**src/rtl/cat_led_pkg.sv**
```systemverilog
// Shared command codes and FSM state type for the cat/LED controller.
package cat_led_pkg;

   localparam logic [7:0] CMD_CLR_BASE = 8'h41;
   localparam logic [7:0] CMD_SET_BASE = 8'h61;
   localparam logic [7:0] CMD_ALL_UP   = 8'h60;
   localparam logic [7:0] CMD_ALL_DOWN = 8'h7E;
   localparam logic [7:0] CMD_BLINK    = 8'h21;
   localparam logic [7:0] CMD_DUTY     = 8'h23;

   typedef enum logic {
      IDLE      = 1'b0,
      WAIT_DUTY = 1'b1
   } state_t;

endpackage

```
**src/rtl/cat_led_ctrl_pwm_gen.sv**
```systemverilog
// Free-running PWM counter with duty compare; all-ones duty means always on.
module pwm_gen #(
   parameter int PWM_BITS = 8
) (
   input  logic                clk,
   input  logic                reset_n,
   input  logic [PWM_BITS-1:0] duty,
   output logic                pwm_on
);

   logic [PWM_BITS-1:0] cnt;

   always_ff @(posedge clk or negedge reset_n) begin
      if (!reset_n) cnt <= '0;
      else          cnt <= cnt + 1'b1;
   end

   assign pwm_on = (cnt < duty) || (duty == '1);

endmodule

```
**src/rtl/cat_led_ctrl.sv**
```systemverilog
// UART-command driven cat target controller: per-channel up/down state,
// global PWM-dimmed overlay, blink of shot cats and a duty-setting command.
//
// state     | meaning
// IDLE      | decode each received byte as a command
// WAIT_DUTY | next received byte is the duty operand; times out to IDLE
module cat_led_ctrl
   import cat_led_pkg::*;
#(
   parameter int          CHANNELS       = 8,
   parameter int          PWM_BITS       = 8,
   parameter int unsigned DEFAULT_DUTY   = 2**(PWM_BITS-1),
   parameter int          TIMEOUT_CYCLES = 1_000_000,
   parameter int          BLINK_DIV      = 50_000_000
) (
   input  logic                clk,
   input  logic                reset_n,
   input  logic [7:0]          rx_data,
   input  logic                rx_valid,
   input  logic [CHANNELS-1:0] overlay,
   input  logic                overlay_en,
   output logic [CHANNELS-1:0] led,
   output logic [CHANNELS-1:0] cat_status,
   output logic [PWM_BITS-1:0] duty,
   output logic                cmd_ack,
   output logic                cmd_err
);

   localparam int TMO_W   = $clog2(TIMEOUT_CYCLES + 1);
   localparam int BLINK_W = (BLINK_DIV > 1) ? $clog2(BLINK_DIV) : 1;
   localparam logic [TMO_W-1:0]   TMO_LAST   = TMO_W'(TIMEOUT_CYCLES - 1);
   localparam logic [BLINK_W-1:0] BLINK_LAST = BLINK_W'(BLINK_DIV - 1);

   state_t               state, state_nxt;
   logic [CHANNELS-1:0]  cat_nxt, clr_mask, set_mask, led_nxt;
   logic [PWM_BITS-1:0]  duty_nxt, duty_operand;
   logic [TMO_W-1:0]     tcnt, tcnt_nxt;
   logic [BLINK_W-1:0]   bcnt;
   logic                 blink_en, blink_en_nxt, blink_phase;
   logic                 ack_nxt, err_nxt, pwm_on;

   pwm_gen #(.PWM_BITS(PWM_BITS)) u_pwm (
      .clk     (clk),
      .reset_n (reset_n),
      .duty    (duty),
      .pwm_on  (pwm_on)
   );

   // Narrow duty takes the low bits; wide duty left-aligns the byte.
   if (PWM_BITS <= 8) begin : g_duty_narrow
      assign duty_operand = rx_data[PWM_BITS-1:0];
   end else begin : g_duty_wide
      assign duty_operand = {rx_data, {(PWM_BITS-8){1'b0}}};
   end

   always_comb begin
      clr_mask = '0;
      set_mask = '0;
      for (int i = 0; i < CHANNELS; i++) begin
         clr_mask[i] = (rx_data == CMD_CLR_BASE + 8'(i));
         set_mask[i] = (rx_data == CMD_SET_BASE + 8'(i));
      end
   end

   always_comb begin
      state_nxt    = state;
      cat_nxt      = cat_status;
      duty_nxt     = duty;
      blink_en_nxt = blink_en;
      tcnt_nxt     = tcnt;
      ack_nxt      = 1'b0;
      err_nxt      = 1'b0;
      case (state)
         IDLE: begin
            if (rx_valid) begin
               if (|clr_mask) begin
                  cat_nxt = cat_status & ~clr_mask;
                  ack_nxt = 1'b1;
               end else if (|set_mask) begin
                  cat_nxt = cat_status | set_mask;
                  ack_nxt = 1'b1;
               end else if (rx_data == CMD_ALL_UP) begin
                  cat_nxt = '1;
                  ack_nxt = 1'b1;
               end else if (rx_data == CMD_ALL_DOWN) begin
                  cat_nxt = '0;
                  ack_nxt = 1'b1;
               end else if (rx_data == CMD_BLINK) begin
                  blink_en_nxt = ~blink_en;
                  ack_nxt      = 1'b1;
               end else if (rx_data == CMD_DUTY) begin
                  state_nxt = WAIT_DUTY;
                  tcnt_nxt  = '0;
               end else begin
                  err_nxt = 1'b1;
               end
            end
         end
         WAIT_DUTY: begin
            if (rx_valid) begin
               duty_nxt  = duty_operand;
               ack_nxt   = 1'b1;
               state_nxt = IDLE;
               tcnt_nxt  = '0;
            end else if (tcnt == TMO_LAST) begin
               err_nxt   = 1'b1;
               state_nxt = IDLE;
               tcnt_nxt  = '0;
            end else begin
               tcnt_nxt = tcnt + 1'b1;
            end
         end
         default: state_nxt = IDLE;
      endcase
   end

   always_comb begin
      led_nxt = (overlay & {CHANNELS{overlay_en & pwm_on}})
              | (~cat_status & {CHANNELS{blink_en ? blink_phase : 1'b1}});
   end

   always_ff @(posedge clk or negedge reset_n) begin
      if (!reset_n) begin
         state      <= IDLE;
         cat_status <= '1;
         duty       <= PWM_BITS'(DEFAULT_DUTY);
         blink_en   <= 1'b0;
         tcnt       <= '0;
         cmd_ack    <= 1'b0;
         cmd_err    <= 1'b0;
         led        <= '0;
      end else begin
         state      <= state_nxt;
         cat_status <= cat_nxt;
         duty       <= duty_nxt;
         blink_en   <= blink_en_nxt;
         tcnt       <= tcnt_nxt;
         cmd_ack    <= ack_nxt;
         cmd_err    <= err_nxt;
         led        <= led_nxt;
      end
   end

   // Blink timebase runs continuously so enabling blink is phase-coherent.
   always_ff @(posedge clk or negedge reset_n) begin
      if (!reset_n) begin
         bcnt        <= '0;
         blink_phase <= 1'b0;
      end else if (bcnt == BLINK_LAST) begin
         bcnt        <= '0;
         blink_phase <= ~blink_phase;
      end else begin
         bcnt <= bcnt + 1'b1;
      end
   end

endmodule

```
**config.mk**
```make
export PLATFORM = sky130hd
export DESIGN_NAME = cat_led_ctrl
export DESIGN_NICKNAME = d
export VERILOG_FILES = /design/src/rtl/cat_led_pkg.sv /design/src/rtl/cat_led_ctrl_pwm_gen.sv /design/src/rtl/cat_led_ctrl.sv
export SDC_FILE = /design/constraint.sdc
export NUM_CORES = 1
export LEC_CHECK = 0
export CAP_MARGIN = 20
export CORE_AREA = 2 2 91 93
export DETAILED_ROUTE_END_ITERATION = 7
export DIE_AREA = 0 0 93 95
export GPL_TIMING_DRIVEN = 0
export PLACE_DENSITY = 0.78
export SLEW_MARGIN = 40
export SYNTH_ARGS = -nofsm -noshare
export SYNTH_HDL_FRONTEND = slang
export SYNTH_HIERARCHICAL = 1
export SYNTH_SLANG_ARGS = --single-unit
```
**constraint.sdc**
```tcl
create_clock -name clk -period 2.4 [get_ports clk]
set_clock_uncertainty 0.2 [all_clocks]
set_input_delay 0.6 -clock clk [delete_from_list [all_inputs] [get_ports clk]]
set_output_delay 0.6 -clock clk [all_outputs]
set_load 0.02 [all_outputs]
```
==> flow_summary.json <==
{
  "yosys_register_bits": 83,
  "worstPathBufferInverterCount": 1,
  "firstDrtPassIters": 5,
  "cts.htree.levels": 3,
  "synth_cells": 435,
  "power.ir.vdd_worst_mv": 0.325,
  "cp.required_ns": 1.60,
  "ant_nets": 0,
  "crit_fanout": 3,
  "fmax_mhz": 427,
  "finalHoldViolCount": 0,
  "p_leak_nw": 2.13,
  "report.final.slew_viol_count": 0,
  "port-buffer-count": 42,
  "setup-tns-final_ns": 0,
  "pin_count_of_the_biggest_net_entering_global_routing": 55,
  "vias_per_cell": 5.86,
  "grt_use_met2": 0.380,
  "avgRoutedWirePerCell_um": 15.3,
  "post_placement_setup_slack_ns": -0.531,
  "cts.path.max_buffers": 2,
  "area_growth_pct": 18.9,
  "number_of_cell_instances_on_the_worst_register_to_register_path": 6,
  "cts_inserted_buffers": 9,
  "arrival_ns": 1.54,
  "dr.first_iter.drc_count": 203,
  "initial_utilization": 0.546,
  "dp_hpwl_mm": 6.63,
  "route.detailed.drc": 0,
  "layout.cells.most_common_list": "sky130_fd_sc_hd__dfrtp_1, sky130_fd_sc_hd__nand2_1, sky130_fd_sc_hd__clkdlybuf4s50_1",
  "hold_path_class": "reg -> reg",
  "total_die_area_sq_um": 8840,
  "grt.met3_usage": 0.0327,
  "fp.dieW_um": 93,
  "top_level_ports": 46,
  "synth.avg_cell_area_sq_um": 9.95,
  "detailroute.via_count": 3527,
  "worstHoldPathCells": 1,
  "critical_path_cell_count": 1,
  "worst_setup_hold_path_clk_slew_ns": 0.08,
  "netlist_top_cells_area": "sky130_fd_sc_hd__dfrtp_1, sky130_fd_sc_hd__dfstp_2, sky130_fd_sc_hd__xor2_1",
  "post-route-worst-setup-slack_ns": 0.0577,
  "fp-row-count": 33,
  "start_kind": "register",
  "top_usage_layer": "met2",
  "gp_congestion": 0.936,
  "mappedNetlistArea_sq_um": 4330,
  "max-cap-violations": 0,
  "asyncSetResetFlopFracSynth": 1.00,
  "worst-slew-pin-transition_ns": 0.630,
  "synth_cell_types": 60,
  "slew-limit-headroom": 0.576,
  "clkSinkCount": 83,
  "critical-path-max-stage-delay_ns": 0.62,
  "grt_setup_unrepaired": "no",
  "timing.critical_path.max_delay_family": "buffers and inverters",
  "cell_area_power_density_nw_per_um2": 532,
  "finalWirelength_mm": 9.24,
  "setup_viol_count_final": 0,
  "grt_overflow": 0,
  "end_kind": "primary output",
  "min_period_ns": 2.34,
  "final_min_period_over_clock_period": 0.976,
  "outcome": "completed",
  "yosysWarnings": 6,
  "seq_area_frac_synth": 0.482,
  "yosysTopAreaCell": "sky130_fd_sc_hd__dfrtp_1",
  "met1_demand_to_capacity_share_in_global_routing": 0.289,
  "slowest_cp_cell": "sky130_fd_sc_hd__clkdlybuf4s50_1",
  "worst_setup_path_startpoint": "cat_status[2]",
  "core_area_sq_um": 7930,
  "antenna_cells_inserted": 0,
  "critical_path.cell_chain": "clkdlybuf4s50_1",
  "postSynth.topFlopCell": "sky130_fd_sc_hd__dfrtp_1",
  "synth.net_count": 465,
  "number_of_global_route_vias_before_repair": 3379,
  "hold_path.startpoint": "blink_phase",
  "timing_worst_setup_path_type": "reg -> out",
  "layout.cells.most_common": "sky130_fd_sc_hd__dfrtp_1",
  "yosysTopAreaCellShare": 0.428,
  "ratio_of_cells_with_drive_above_1_in_the_final_layout": 0.133,
  "crit-reg2reg-launch": "tcnt[0]",
  "number_of_flops_mapped_to_enable_cells_by_yosys": 0,
  "grt_first_pass_wirelength_mm": 15.6,
  "overall_fraction_of_global_route_tracks_in_use": 0.221,
  "cts.root.buffer_cell": "sky130_fd_sc_hd__clkbuf_8",
  "initial_antenna_violation_count": 0,
  "tritoncts": "built",
  "finalNetCount": 522,
  "worstSkewPairLatency_ns": 0.34,
  "die_h_um": 95
}
-- layout make-up --
| class | instances | area, sq um |
|---|---|---|
| fill | 655 | 2780 |
| multi-input combinational | 320 | 2120 |
| sequential | 83 | 2090 |
| timing repair buffer | 46 | 479 |
| clock buffer | 12 | 145 |
| tap | 105 | 131 |
| buffer | 17 | 100 |
| inverter | 15 | 56.3 |
| clock inverter | 4 | 26.3 |
-- timing repair --
action / CTS / global route
setup buffers: 2 / 0
endpoints found under the hold margin: 28 / 0
hold buffers: 1 / 0
endpoints found under the setup margin: 11 / 17
resized for setup: 1 / 12
pin swaps: 1 / 1
-- per-layer routing --
metal / routed length, um / share of wire
met5: 0 / 0
met4: 125 / 0.014
met3: 337 / 0.036
met2: 4540 / 0.49
met1: 4230 / 0.46
-- logic make-up after synthesis --
group | synth area share
AND/OR/NAND/NOR | 0.229
AO/OA/AOI/OAI | 0.140
adder cells (fa/ha/maj) | 0.0289
buffers and inverters | 0.0350
XOR/XNOR | 0.0667
multiplexers | 0.0179
flip-flops | 0.482
-- sequential cells by signal, summed over array words and instances (netlist names) --
register     count
tcnt            20
u_pwm/cnt        8
duty             8
bcnt            26
led              8
state            1
blink_en         1
blink_phase      1
cat_status       8
cmd_ack          1
cmd_err          1
-- through the flow --
step / util / std cells / hold slack [ns] / total power, mW / instance area (sq um)
after floorplan: - / 435 / 0.104 / 1.69 / 4330
after global placement: 0.616 / 582 / 0.257 / 1.86 / 4880
after detailed placement: 0.619 / 583 / 0.258 / 1.88 / 4910
after CTS: 0.644 / 602 / 0.272 / 2.77 / 5110
after global routing: 0.650 / 602 / 0.295 / 2.86 / 5150
final: 0.650 / 602 / 0.271 / 2.74 / 5150
-- where the power goes --
group | switching, mW | internal [mW]
logic | 0.190 | 0.158
clock network | 0.482 | 0.404
registers | 0.0424 | 1.46
total | 0.714 | 2.03
-- synth_stat cells (all sizes together) (2+ instances only) --
cell and instances:
a21oi 28, a221oi 2, a22o 3, a31oi 15
a41oi 5, and2 2, and3 6, and4 5
buf 13, clkbuf 4, dfrtp 74, dfstp 9
ha 10, inv 15, mux2 6, nand2 46
nand2b 7, nand3 26, nand4 10, nor2 32
nor2b 5, nor3 12, nor4 9, o21ai 28
o41ai 3, or2 2, or3 5, or3b 2
or4 3, xnor2 13, xor2 20
-- path summary, 6_finish.rpt --
path,to,slack (ns)
worst max-delay path,cat_status[2],0.06
worst min-delay path,blink_phase,0.27
worst max register to register,tcnt[17],0.19
worst min register to register,blink_phase,0.27
max in group asynchronous,cat_status[6],0.91
min in group asynchronous,u_pwm/cnt[7],0.49
Note: power is estimated with default switching activity, not from simulation.
